### config.mk
export PLATFORM = sky130hd
export DESIGN_NAME = multicycle_ctrl_flat
export DESIGN_NICKNAME = d
export VERILOG_FILES = /design/src/rtl/multicycle_ctrl_pkg.sv /design/src/rtl/multicycle_ctrl_if.sv /design/src/rtl/multicycle_ctrl_mem_wait_timer.sv /design/src/rtl/multicycle_ctrl.sv /design/src/flat_wrapper.sv
export SDC_FILE = /design/constraint.sdc
export NUM_CORES = 1
export LEC_CHECK = 0
export ABC_AREA = 1
export CAP_MARGIN = 30
export CORE_ASPECT_RATIO = 0.9
export CORE_UTILIZATION = 51
export CTS_CLUSTER_SIZE = 14
export DETAILED_ROUTE_END_ITERATION = 6
export HOLD_SLACK_MARGIN = 0.15
export PLACE_DENSITY = 0.79
export RECOVER_POWER = 100
export SLEW_MARGIN = 15
export SYNTH_ARGS = -nofsm -noshare
export SYNTH_HDL_FRONTEND = slang
export SYNTH_HIERARCHICAL = 1
export SYNTH_SLANG_ARGS = --single-unit
### constraint.sdc
create_clock -name clk -period 2.65 [get_ports clk]
set_input_delay 0.53 -clock clk [delete_from_list [all_inputs] [get_ports clk]]
set_output_delay 0.53 -clock clk [all_outputs]
set_load 0.005 [all_outputs]
### src/rtl/multicycle_ctrl_pkg.sv
// Shared constants for the multicycle RV32I control path: opcodes, FSM
// state encoding, ALU operation codes and an opcode classifier.
package multicycle_ctrl_pkg;

  localparam logic [6:0] OP_LOAD   = 7'b0000011;
  localparam logic [6:0] OP_STORE  = 7'b0100011;
  localparam logic [6:0] OP_ITYPE  = 7'b0010011;
  localparam logic [6:0] OP_RTYPE  = 7'b0110011;
  localparam logic [6:0] OP_BTYPE  = 7'b1100011;
  localparam logic [6:0] OP_AUIPC  = 7'b0010111;

  localparam logic [2:0] ST_FETCH  = 3'd0;
  localparam logic [2:0] ST_DECODE = 3'd1;
  localparam logic [2:0] ST_EXEC   = 3'd2;
  localparam logic [2:0] ST_MEM    = 3'd3;
  localparam logic [2:0] ST_WB     = 3'd4;
  localparam logic [2:0] ST_TRAP   = 3'd5;

  localparam logic [3:0] ALU_ADD   = 4'b0000;
  localparam logic [3:0] ALU_SUB   = 4'b1000;

  typedef enum logic [2:0] {
    OPC_LOAD, OPC_STORE, OPC_ITYPE, OPC_RTYPE, OPC_BTYPE, OPC_AUIPC, OPC_ILLEGAL
  } op_class_e;

  // Map a raw opcode onto the instruction class the FSM sequences on.
  function automatic op_class_e classify(input logic [6:0] op);
    op_class_e cls;
    case (op)
      OP_LOAD:  cls = OPC_LOAD;
      OP_STORE: cls = OPC_STORE;
      OP_ITYPE: cls = OPC_ITYPE;
      OP_RTYPE: cls = OPC_RTYPE;
      OP_BTYPE: cls = OPC_BTYPE;
      OP_AUIPC: cls = OPC_AUIPC;
      default:  cls = OPC_ILLEGAL;
    endcase
    return cls;
  endfunction

endpackage

### src/rtl/multicycle_ctrl_if.sv
// Memory request/ready handshake bundle between the controller and the
// instruction/data memories.
interface multicycle_ctrl_if;
  logic imem_req;
  logic imem_ready;
  logic dmem_req;
  logic dmem_we;
  logic dmem_ready;

  modport master (output imem_req, dmem_req, dmem_we, input imem_ready, dmem_ready);
  modport slave  (input imem_req, dmem_req, dmem_we, output imem_ready, dmem_ready);
endinterface

### src/rtl/multicycle_ctrl_mem_wait_timer.sv
// Wait-cycle watchdog shared by the instruction and data ports. Only one
// request is ever outstanding, so a single counter serves both.
module multicycle_ctrl_mem_wait_timer #(
  parameter int unsigned TIMEOUT = 16
) (
  input  logic clk,
  input  logic rst,
  input  logic clear,
  input  logic waiting,
  input  logic ready,
  output logic expired
);
  localparam int unsigned CW = $clog2(TIMEOUT + 1);
  localparam logic [CW-1:0] LAST_WAIT = CW'(TIMEOUT - 1);

  logic [CW-1:0] cnt_r;

  // Count stalled cycles of the current request; restart on every state change.
  always_ff @(posedge clk or posedge rst) begin
    if (rst) begin
      cnt_r <= {CW{1'b0}};
    end else if (clear) begin
      cnt_r <= {CW{1'b0}};
    end else if (waiting && !ready) begin
      cnt_r <= cnt_r + CW'(1);
    end else begin
      cnt_r <= cnt_r;
    end
  end

  // A ready in the final allowed cycle still completes the access.
  assign expired = waiting & ~ready & (cnt_r == LAST_WAIT);
endmodule

### src/rtl/multicycle_ctrl.sv
// Main control FSM of the multicycle RV32I core: sequences fetch, decode,
// execute, memory and writeback, and traps on illegal opcodes or memory
// timeouts.
module multicycle_ctrl
  import multicycle_ctrl_pkg::*;
#(
  parameter int unsigned TIMEOUT = 16,
  parameter int unsigned CNT_W   = 32
) (
  input  logic                  clk,
  input  logic                  rst,
  input  logic [6:0]            opcode,
  input  logic [2:0]            func3,
  input  logic                  func7,
  input  logic [4:0]            rd,
  input  logic                  branch_taken,
  multicycle_ctrl_if.master     mem,
  output logic                  ir_we,
  output logic                  pc_we,
  output logic                  pc_src,
  output logic                  reg_we,
  output logic                  alu_src_b,
  output logic                  alu_src_a,
  output logic [3:0]            alu_op,
  output logic                  wb_sel,
  output logic                  halt,
  output logic                  bus_err,
  output logic [CNT_W-1:0]      retired
);
  logic [2:0]       state_r, state_next_s;
  logic             halt_r, bus_err_r;
  logic [CNT_W-1:0] retired_r;
  logic             imem_req_s, dmem_req_s, dmem_we_s;
  logic             retire_s, timeout_s, expired_s;
  op_class_e        cls_s;

  assign cls_s = classify(opcode);

  multicycle_ctrl_mem_wait_timer #(.TIMEOUT(TIMEOUT)) u_wait_timer (
    .clk     (clk),
    .rst     (rst),
    .clear   (state_next_s != state_r),
    .waiting (imem_req_s | dmem_req_s),
    .ready   ((state_r == ST_FETCH) ? mem.imem_ready : mem.dmem_ready),
    .expired (expired_s)
  );

  // Next-state and per-state control decode; outputs depend only on state and inputs.
  always_comb begin
    state_next_s = state_r;
    imem_req_s   = 1'b0;
    dmem_req_s   = 1'b0;
    dmem_we_s    = 1'b0;
    ir_we        = 1'b0;
    pc_we        = 1'b0;
    pc_src       = 1'b0;
    reg_we       = 1'b0;
    alu_src_a    = 1'b0;
    alu_src_b    = 1'b0;
    alu_op       = ALU_ADD;
    wb_sel       = 1'b0;
    retire_s     = 1'b0;
    timeout_s    = 1'b0;
    case (state_r)
      ST_FETCH: begin
        imem_req_s = 1'b1;
        if (mem.imem_ready) begin
          ir_we        = 1'b1;
          state_next_s = ST_DECODE;
        end else if (expired_s) begin
          timeout_s    = 1'b1;
          state_next_s = ST_TRAP;
        end else begin
          state_next_s = ST_FETCH;
        end
      end
      ST_DECODE: begin
        if (cls_s == OPC_ILLEGAL) begin
          state_next_s = ST_TRAP;
        end else begin
          state_next_s = ST_EXEC;
        end
      end
      ST_EXEC: begin
        case (cls_s)
          OPC_RTYPE: begin
            alu_op       = {func7, func3};
            state_next_s = ST_WB;
          end
          OPC_ITYPE: begin
            alu_src_b    = 1'b1;
            alu_op       = {func7 & (func3 == 3'b101), func3};
            state_next_s = ST_WB;
          end
          OPC_AUIPC: begin
            alu_src_a    = 1'b1;
            alu_src_b    = 1'b1;
            state_next_s = ST_WB;
          end
          OPC_LOAD, OPC_STORE: begin
            alu_src_b    = 1'b1;
            state_next_s = ST_MEM;
          end
          OPC_BTYPE: begin
            alu_op       = ALU_SUB | {1'b0, func3};
            pc_we        = 1'b1;
            pc_src       = branch_taken;
            retire_s     = 1'b1;
            state_next_s = ST_FETCH;
          end
          default: state_next_s = ST_TRAP;
        endcase
      end
      ST_MEM: begin
        dmem_req_s = 1'b1;
        dmem_we_s  = (cls_s == OPC_STORE);
        if (mem.dmem_ready) begin
          if (cls_s == OPC_STORE) begin
            pc_we        = 1'b1;
            retire_s     = 1'b1;
            state_next_s = ST_FETCH;
          end else begin
            state_next_s = ST_WB;
          end
        end else if (expired_s) begin
          timeout_s    = 1'b1;
          state_next_s = ST_TRAP;
        end else begin
          state_next_s = ST_MEM;
        end
      end
      ST_WB: begin
        reg_we       = (rd != 5'd0);
        wb_sel       = (cls_s == OPC_LOAD);
        pc_we        = 1'b1;
        retire_s     = 1'b1;
        state_next_s = ST_FETCH;
      end
      ST_TRAP: state_next_s = ST_TRAP;
      default: state_next_s = ST_TRAP;
    endcase
  end

  // State register plus sticky trap flags and the retired-instruction counter.
  always_ff @(posedge clk or posedge rst) begin
    if (rst) begin
      state_r   <= ST_FETCH;
      halt_r    <= 1'b0;
      bus_err_r <= 1'b0;
      retired_r <= {CNT_W{1'b0}};
    end else begin
      state_r   <= state_next_s;
      halt_r    <= (state_next_s == ST_TRAP);
      bus_err_r <= bus_err_r | timeout_s;
      retired_r <= retire_s ? (retired_r + CNT_W'(1)) : retired_r;
    end
  end

  assign mem.imem_req = imem_req_s;
  assign mem.dmem_req = dmem_req_s;
  assign mem.dmem_we  = dmem_we_s;
  assign halt         = halt_r;
  assign bus_err      = bus_err_r;
  assign retired      = retired_r;
endmodule
### src/flat_wrapper.sv
// flat-port wrapper written by rule: the top's interface ports become plain ports
module multicycle_ctrl_flat import multicycle_ctrl_pkg::*;
#(
  parameter int unsigned TIMEOUT = 16,
  parameter int unsigned CNT_W   = 32
)
  (clk, rst, opcode, func3, func7, rd, branch_taken, ir_we, pc_we, pc_src, reg_we, alu_src_b, alu_src_a, alu_op, wb_sel, halt, bus_err, retired, mem_imem_req, mem_dmem_req, mem_dmem_we, mem_imem_ready, mem_dmem_ready);
  multicycle_ctrl_if mem_i ();
  input  logic clk;
  input  logic rst;
  input  logic [6:0] opcode;
  input  logic [2:0] func3;
  input  logic func7;
  input  logic [4:0] rd;
  input  logic branch_taken;
  output logic ir_we;
  output logic pc_we;
  output logic pc_src;
  output logic reg_we;
  output logic alu_src_b;
  output logic alu_src_a;
  output logic [3:0] alu_op;
  output logic wb_sel;
  output logic halt;
  output logic bus_err;
  output logic [CNT_W-1:0] retired;
  output wire logic [$bits(mem_i.imem_req)-1:0] mem_imem_req;
  output wire logic [$bits(mem_i.dmem_req)-1:0] mem_dmem_req;
  output wire logic [$bits(mem_i.dmem_we)-1:0] mem_dmem_we;
  input wire logic [$bits(mem_i.imem_ready)-1:0] mem_imem_ready;
  input wire logic [$bits(mem_i.dmem_ready)-1:0] mem_dmem_ready;
  assign mem_imem_req = mem_i.imem_req;
  assign mem_dmem_req = mem_i.dmem_req;
  assign mem_dmem_we = mem_i.dmem_we;
  assign mem_i.imem_ready = mem_imem_ready;
  assign mem_i.dmem_ready = mem_dmem_ready;
  multicycle_ctrl #(.TIMEOUT(TIMEOUT), .CNT_W(CNT_W)) u_core (.clk(clk), .rst(rst), .opcode(opcode), .func3(func3), .func7(func7), .rd(rd), .branch_taken(branch_taken), .mem(mem_i), .ir_we(ir_we), .pc_we(pc_we), .pc_src(pc_src), .reg_we(reg_we), .alu_src_b(alu_src_b), .alu_src_a(alu_src_a), .alu_op(alu_op), .wb_sel(wb_sel), .halt(halt), .bus_err(bus_err), .retired(retired));
endmodule
==> results of run 1 <==
## cell usage after synthesis (2+ instances only)
| library cell | instances |
|---|---|
| nor4_1 | 2 |
| o21ai_0 | 3 |
| nor3_1 | 17 |
| nor2_2 | 2 |
| xor2_1 | 22 |
| nor2_1 | 60 |
| inv_2 | 7 |
| dfrtp_1 | 42 |
| nand2_1 | 154 |
| o211ai_1 | 2 |
| nand2_4 | 2 |
| a21oi_1 | 3 |
| nand3b_1 | 3 |
| nand4_1 | 6 |
| inv_1 | 37 |
| xnor2_1 | 7 |
| buf_6 | 3 |
| buf_2 | 3 |
| nand2_2 | 5 |
| ha_1 | 4 |
| buf_1 | 2 |
| nor2_4 | 2 |
| nand3_1 | 51 |
## per-layer routing
| metal | share of wire, % | vias up | global-route usage (%) | wire length [um] |
|---|---|---|---|---|
| li1 | - | 1632 | - | - |
| met1 | 46 | 1548 | 41.1 | 4070 |
| met2 | 46 | 124 | 46.4 | 4080 |
| met3 | 7.1 | 8 | 4.93 | 631 |
| met4 | 1.1 | 0 | 6.32 | 96 |
| met5 | 0 | - | 0 | 0 |
## report_power, final
part           internal (uW)  switching, uW
logic                   43.4           47.3
registers                640              0
clock network            302            219
## worst min path at each step
| stage | slack, ps | depth (start not counted) | from | to |
|---|---|---|---|---|
| floorplan | 310 | 1 | rst | u_core/u_wait_timer/cnt_r[0] |
| global placement | 480 | 1 | u_core/bus_err | u_core/bus_err |
| detailed placement | 480 | 1 | u_core/bus_err | u_core/bus_err |
| CTS | 460 | 2 | rst | u_core/halt |
| global route | 540 | 1 | u_core/bus_err | u_core/bus_err |
| finish | 490 | 1 | u_core/bus_err | u_core/bus_err |
## logic make-up (layout without fill, tap and decap cells)
family          Yosys count  count (layout)  synth area share [%]
simple gates            311             311                  45.4
buf+inv                  53             154                  7.54
flops                    42              42                  34.6
xor+xnor                 29              29                  8.36
compound gates           12              12                  2.43
fa+ha+maj                 4               4                  1.65
## repair_timing
item	CTS	global route
buffers inserted	5	0
endpoints found under the setup margin	10	15
gates resized for setup	49	29
pin swaps	13	11
## state kept, by name, summed over array words and instances, names as in the netlist
signal,flops
u_core/bus_err,1
u_core/halt,1
u_core/retired,32
u_core/state_r,3
u_core/u_wait_timer/cnt_r,5
## area by class of cell
class                   count  share of cell area [%]
clock inverters             1                   0.729
inverters                  44                    4.01
multi-input cells         356                    44.6
clock buffers               6                    2.00
flip-flops and latches     42                    25.5
well taps                  70                    2.13
repair buffers            103                    21.1
## per-stage QoR
stage / setup TNS [ps] / area [um^2] / setup slack, ps
global route: -0.431 / 4120 / -0.431
CTS: 0 / 4130 / 3.41
floorplan: 0 / 3040 / 232
detailed placement: -11230 / 3970 / -768
global placement: -7310 / 3970 / -648
finish: 0 / 4120 / 84.1
==> impl_metrics.xml, run 1 <==
<?xml version="1.0" encoding="UTF-8"?>
<metrics>
  <group name="placed_design">
    <metric name="quantity_of_i_o_buffers_inserted_on_ports" unit="">68</metric>
    <metric name="detailed_place_hpwl" unit="um">6650</metric>
    <metric name="placed_cells" unit="">610</metric>
    <metric name="globalplace.congestion" unit="">0.926</metric>
  </group>
  <group name="timing">
    <metric name="timing_max_transition_violations_final" unit="">0</metric>
    <metric name="period_share" unit="%">96.8</metric>
    <metric name="period_minus_slack" unit="ps">2570</metric>
    <metric name="fin_worst_skew" unit="ps">9.30</metric>
    <metric name="relSlewSlack" unit="%">44.4</metric>
    <metric name="worst_hold_check_slack" unit="ps">487</metric>
    <metric name="finalHoldViolations" unit="">0</metric>
    <metric name="tightestPinTransition" unit="ps">834</metric>
    <metric name="fmax" unit="GHz">0.390</metric>
    <metric name="setup-violations-final" unit="">0</metric>
  </group>
  <group name="drt">
    <metric name="route.vias.total" unit="">3312</metric>
    <metric name="post-route-drc-count" unit="">0</metric>
    <metric name="vias_per_cell" unit="">5.32</metric>
    <metric name="drt_wl_total" unit="um">8880</metric>
    <metric name="detail_routed_net_length_per_standard_cell" unit="um">14.3</metric>
    <metric name="drt-initial-drc-count" unit="">186</metric>
    <metric name="final_antenna_net_count" unit="">0</metric>
    <metric name="detail_route.first_pass.iterations" unit="">5</metric>
  </group>
  <group name="worst_setup_path">
    <metric name="timing.critical_path.mode_cell" unit="">nand3_1</metric>
    <metric name="r2r_slack" unit="ps">310</metric>
    <metric name="crit_path_cell_trace" unit="">clkbuf_2 &gt; inv_1 &gt; nand3_2 &gt; nor3_4 &gt; nor2_4 &gt; ha_2 &gt; nand2_4 &gt; buf_6 &gt; buf_4 &gt; nand3_1 &gt; nand3_1 &gt; nand2_2 &gt; nor2_2 &gt; buf_2</metric>
    <metric name="setup.worst_path.class" unit="">primary input to output port</metric>
    <metric name="cp_slowest_stage_delay" unit="ps">210</metric>
    <metric name="worstReg2RegStart" unit="">u_core/state_r[0]</metric>
    <metric name="crit_cells" unit="">14</metric>
    <metric name="worstSetupStartpoint" unit="">opcode[3]</metric>
    <metric name="worst-r2r-cell-count" unit="">18</metric>
    <metric name="critical_path.startpoint_type" unit="">primary input</metric>
    <metric name="cp_max_fo" unit="">4</metric>
    <metric name="critPathSlowestCell" unit="">nor3_4</metric>
    <metric name="critPathRequiredTime" unit="ps">2120</metric>
    <metric name="critPathCapture" unit="">alu_op[3]</metric>
    <metric name="regToRegEndpoint" unit="">u_core/u_wait_timer/cnt_r[4]</metric>
    <metric name="crit_path_max_delay_family" unit="">simple AND/OR/NAND/NOR gates</metric>
    <metric name="arrival" unit="ps">2040</metric>
    <metric name="crit_buf_inv" unit="">5</metric>
    <metric name="setup.worst_path.end_class" unit="">output port</metric>
  </group>
  <group name="synthesis">
    <metric name="yosys.area.top_type" unit="">dfrtp_1</metric>
    <metric name="syn-instance-count" unit="">451</metric>
    <metric name="post_synth_net_total" unit="">476</metric>
    <metric name="synthDominantCellAreaShare" unit="%">34.6</metric>
    <metric name="synth-async-reset-ratio" unit="%">100</metric>
    <metric name="ys_top_cells_by_area" unit="">dfrtp_1 (35%), nand2_1 (19%), nand3_1 (8.4%)</metric>
    <metric name="synthesis.yosys.warnings" unit="">6</metric>
    <metric name="cell_area_after_technology_mapping" unit="um^2">3040</metric>
    <metric name="synth-seq-cells" unit="">42</metric>
    <metric name="synth-seq-area-share" unit="%">34.6</metric>
    <metric name="synth-main-ff-cell" unit="">dfrtp_1</metric>
    <metric name="synth-edff-count" unit="">0</metric>
    <metric name="post_synth_num_cell_types" unit="">35</metric>
    <metric name="avgSynthCellArea" unit="um^2">6.74</metric>
  </group>
  <group name="run_status">
    <metric name="status" unit="">completed</metric>
  </group>
  <group name="power">
    <metric name="vdd.ir_drop.worst" unit="uV">304</metric>
    <metric name="cellLeakagePower" unit="uW">0.00210</metric>
    <metric name="p_total" unit="uW">1250</metric>
    <metric name="power_density" unit="nW/um^2">304</metric>
  </group>
  <group name="clocking">
    <metric name="clock_sinks" unit="">42</metric>
    <metric name="root_buffer" unit="">clkbuf_8</metric>
    <metric name="cts_tree" unit="">yes</metric>
    <metric name="worstSkewPairLatency" unit="ps">290</metric>
    <metric name="htree_levels" unit="">2</metric>
    <metric name="cts-hold-fix-buffers" unit="">0</metric>
    <metric name="numCtsBuffers" unit="">5</metric>
    <metric name="cts.reportedPaths.clkPinSlew" unit="ps">80</metric>
    <metric name="clk_path_buf_depth" unit="">2</metric>
  </group>
  <group name="cells_and_area">
    <metric name="regArea" unit="um^2">1050</metric>
    <metric name="mostFrequentLayoutCells" unit="">nand2_1 (150), nor2_1 (57), nand3_1 (49)</metric>
    <metric name="multi_input_comb_area" unit="um^2">1840</metric>
    <metric name="num_antenna_cells" unit="">0</metric>
    <metric name="layout_cells_sized_above_1" unit="%">16.7</metric>
    <metric name="fillCellCount" unit="">503</metric>
    <metric name="final_core_utilization" unit="%">71.9</metric>
    <metric name="nNetsFinal" unit="">577</metric>
    <metric name="area.growth.synth_to_final" unit="%">35.6</metric>
    <metric name="instances_no_fill" unit="">622</metric>
    <metric name="layout.cells.most_common" unit="">nand2_1</metric>
  </group>
  <group name="floorplanning">
    <metric name="chipWidth" unit="um">83.4</metric>
    <metric name="design.die.area" unit="um^2">6270</metric>
    <metric name="initial_utilization" unit="%">53.1</metric>
    <metric name="design.portCount" unit="">69</metric>
    <metric name="row_count" unit="">26</metric>
    <metric name="fp.coreArea" unit="um^2">5730</metric>
    <metric name="floorplan.die.height" unit="um">75.2</metric>
  </group>
  <group name="grt">
    <metric name="grt_antenna_before_repair" unit="">0</metric>
    <metric name="grt_max_degree" unit="">33</metric>
    <metric name="grt_pass1_wl" unit="um">14300</metric>
    <metric name="global_route.overflow_total" unit="">0</metric>
    <metric name="total_routing_usage_gr" unit="%">28.8</metric>
    <metric name="first_global_vias" unit="">2951</metric>
  </group>
  <group name="hold_path">
    <metric name="min_path_type" unit="">flip-flop to flip-flop</metric>
  </group>
  <group name="job">
    <metric name="maxCapViolations" unit="">0</metric>
  </group>
</metrics>
(Power assumes the default switching activity.)
==> run 2: changes to the inputs <==
--- a/config.mk
+++ b/config.mk
@@ -8,6 +8,7 @@
 export ABC_AREA = 1
 export CAP_MARGIN = 30
 export CORE_ASPECT_RATIO = 0.9
+export CORE_MARGIN = 1.5
 export CORE_UTILIZATION = 51
 export CTS_CLUSTER_SIZE = 14
 export DETAILED_ROUTE_END_ITERATION = 6
==> impl_metrics.xml, run 2 (synthesis results as in run 1) <==
<?xml version="1.0" encoding="UTF-8"?>
<metrics>
  <group name="worst_setup_path">
    <metric name="regToRegEndpoint" unit="">u_core/u_wait_timer/cnt_r[4]</metric>
    <metric name="critPathRequiredTime" unit="ps">2120</metric>
    <metric name="setup.worst_path.class" unit="">primary input to output port</metric>
    <metric name="worst-r2r-cell-count" unit="">18</metric>
    <metric name="r2r_slack" unit="ps">250</metric>
    <metric name="arrival" unit="ps">2040</metric>
    <metric name="worstReg2RegStart" unit="">u_core/state_r[0]</metric>
    <metric name="setup.worst_path.end_class" unit="">output port</metric>
    <metric name="critical_path.startpoint_type" unit="">primary input</metric>
    <metric name="cp_max_fo" unit="">1</metric>
  </group>
  <group name="timing">
    <metric name="period_minus_slack" unit="ps">2570</metric>
    <metric name="period_share" unit="%">97.1</metric>
    <metric name="tightestPinTransition" unit="ps">909</metric>
    <metric name="layout_setup_ws" unit="ps">76.4</metric>
    <metric name="finalHoldViolations" unit="">0</metric>
    <metric name="fin_worst_skew" unit="ps">7.04</metric>
    <metric name="setup_total_negative_slack" unit="ps">0</metric>
    <metric name="timing_max_transition_violations_final" unit="">0</metric>
    <metric name="setup-violations-final" unit="">0</metric>
    <metric name="relSlewSlack" unit="%">39.4</metric>
    <metric name="fmax" unit="GHz">0.389</metric>
  </group>
  <group name="drt">
    <metric name="post-route-drc-count" unit="">0</metric>
    <metric name="drt-initial-drc-count" unit="">228</metric>
    <metric name="detail_route.first_pass.iterations" unit="">5</metric>
    <metric name="drt_wl_total" unit="um">9020</metric>
    <metric name="route.vias.total" unit="">3297</metric>
    <metric name="detail_routed_net_length_per_standard_cell" unit="um">14.5</metric>
    <metric name="final_antenna_net_count" unit="">0</metric>
    <metric name="vias_per_cell" unit="">5.28</metric>
  </group>
  <group name="cells_and_area">
    <metric name="mostFrequentLayoutCells" unit="">nand2_1 (150), nor2_1 (56), nand3_1 (48)</metric>
    <metric name="number_of_flip_flops_in_the_largest_register" unit="">32</metric>
    <metric name="layout_cells_sized_above_1" unit="%">18.2</metric>
    <metric name="num_antenna_cells" unit="">0</metric>
    <metric name="layout.cells.most_common" unit="">nand2_1</metric>
    <metric name="nNetsFinal" unit="">578</metric>
    <metric name="area.growth.synth_to_final" unit="%">36.7</metric>
  </group>
  <group name="floorplanning">
    <metric name="design.die.area" unit="um^2">6430</metric>
    <metric name="design.portCount" unit="">69</metric>
    <metric name="row_count" unit="">26</metric>
    <metric name="initial_utilization" unit="%">53.1</metric>
    <metric name="chipWidth" unit="um">84.4</metric>
    <metric name="floorplan.die.height" unit="um">76.2</metric>
    <metric name="fp.coreArea" unit="um^2">5730</metric>
  </group>
  <group name="power">
    <metric name="p_total" unit="uW">1340</metric>
    <metric name="vdd.ir_drop.worst" unit="uV">293</metric>
    <metric name="power_density" unit="nW/um^2">323</metric>
    <metric name="cellLeakagePower" unit="uW">0.00212</metric>
  </group>
  <group name="grt">
    <metric name="fraction_of_met3_tracks_used_by_global_routing" unit="%">4.12</metric>
    <metric name="global_route.overflow_total" unit="">0</metric>
    <metric name="grt_max_degree" unit="">38</metric>
    <metric name="first_global_vias" unit="">3079</metric>
    <metric name="grt_pass1_wl" unit="um">14700</metric>
    <metric name="global_route.usage.met1" unit="%">41.6</metric>
    <metric name="total_routing_usage_gr" unit="%">28.0</metric>
    <metric name="grt_most_used_layer" unit="">met2</metric>
    <metric name="grt_antenna_before_repair" unit="">0</metric>
    <metric name="met2_usage" unit="%">42.7</metric>
  </group>
  <group name="run_status">
    <metric name="status" unit="">completed</metric>
  </group>
  <group name="job">
    <metric name="maxCapViolations" unit="">0</metric>
  </group>
  <group name="hold_path">
    <metric name="min_path_type" unit="">flip-flop to flip-flop</metric>
    <metric name="timing.hold.worst.start" unit="">u_core/bus_err</metric>
    <metric name="hold_depth" unit="">1</metric>
    <metric name="hold_path_end" unit="">u_core/bus_err</metric>
  </group>
  <group name="placed_design">
    <metric name="detailedPlace.worstSlack" unit="ps">-767</metric>
    <metric name="quantity_of_i_o_buffers_inserted_on_ports" unit="">68</metric>
    <metric name="detailed_place_hpwl" unit="um">6600</metric>
    <metric name="globalplace.congestion" unit="">0.953</metric>
  </group>
  <group name="clocking">
    <metric name="root_buffer" unit="">clkbuf_8</metric>
    <metric name="cts.reportedPaths.clkPinSlew" unit="ps">80</metric>
    <metric name="worstSkewPairLatency" unit="ps">290</metric>
    <metric name="numCtsBuffers" unit="">5</metric>
    <metric name="cts-hold-fix-buffers" unit="">0</metric>
    <metric name="clock_sinks" unit="">42</metric>
    <metric name="htree_levels" unit="">2</metric>
    <metric name="cts_tree" unit="">yes</metric>
    <metric name="clk_path_buf_depth" unit="">2</metric>
  </group>
</metrics>
==> run 2: changes by cell type in the layout (fill, tap and decap cells not counted), moves of 2 or more <==
cell	delta
buf_2	+3
buf_4	+2
clkbuf_1	-3
clkbuf_2	+2
clkdlybuf4s50_1	+3
dlygate4sd2_1	-3
==> run 2: critical path, stage by stage <==
cell and delay (ps):
clkdlybuf4s50_1 390, or4_1 510, o21ai_1 130, inv_1 50
clkdlybuf4s50_1 440
==> run 2: metrics by stage <==
stage	utilization [%]	instance area, um^2	instances	hold slack, ps
floorplan	-	3040	451	309
global placement	69.3	3970	610	483
detailed placement	69.3	3970	610	481
CTS	72.5	4150	621	474
global route	72.5	4150	624	542
finish	72.5	4150	624	497
==> run 2: worst max-delay path by stage <==
stage          slack (ps)  cells after the start      start         to
2_1_floorplan         230                     13  opcode[1]  alu_op[3]
3_3_place_gp         -640                     13  opcode[2]  alu_op[3]
3_5_place_dp         -770                     15  opcode[1]  alu_op[1]
4_1_cts                20                     14  opcode[3]  alu_op[1]
5_1_grt                -5                     15  opcode[1]  alu_op[1]
6_report               80                      5      rd[1]     reg_we
==> run 2: per-layer routing <==
layer / up-vias / share of wire (%)
met5: - / 0
met2: 150 / 43
met3: 19 / 7.6
li1: 1627 / -
met4: 0 / 1.7
met1: 1501 / 47
==> run 2: report_power, final <==
part | switching, uW | total (uW) | internal, uW
Clock | 234 | 611 | 378
Combinational | 48.2 | 90.9 | 42.7
Sequential | 0 | 640 | 640
Total | 282 | 1340 | 1060
==> run 2: what timing repair did <==
action                     CTS  global route
setup endpoints to repair   10            15
gates resized for setup     50            31
cloned                       0             0
pin swaps                   15            16
setup buffers                3             3
==> run 2: layout make-up <==
class / count / area, um^2
multi-input combinational: 356 / 1840
fill: 505 / 1570
sequential: 42 / 1050
timing repair buffer: 104 / 870
inverter: 44 / 165
tap: 70 / 87.6
clock buffer: 5 / 68.8
clock inverter: 3 / 68.8
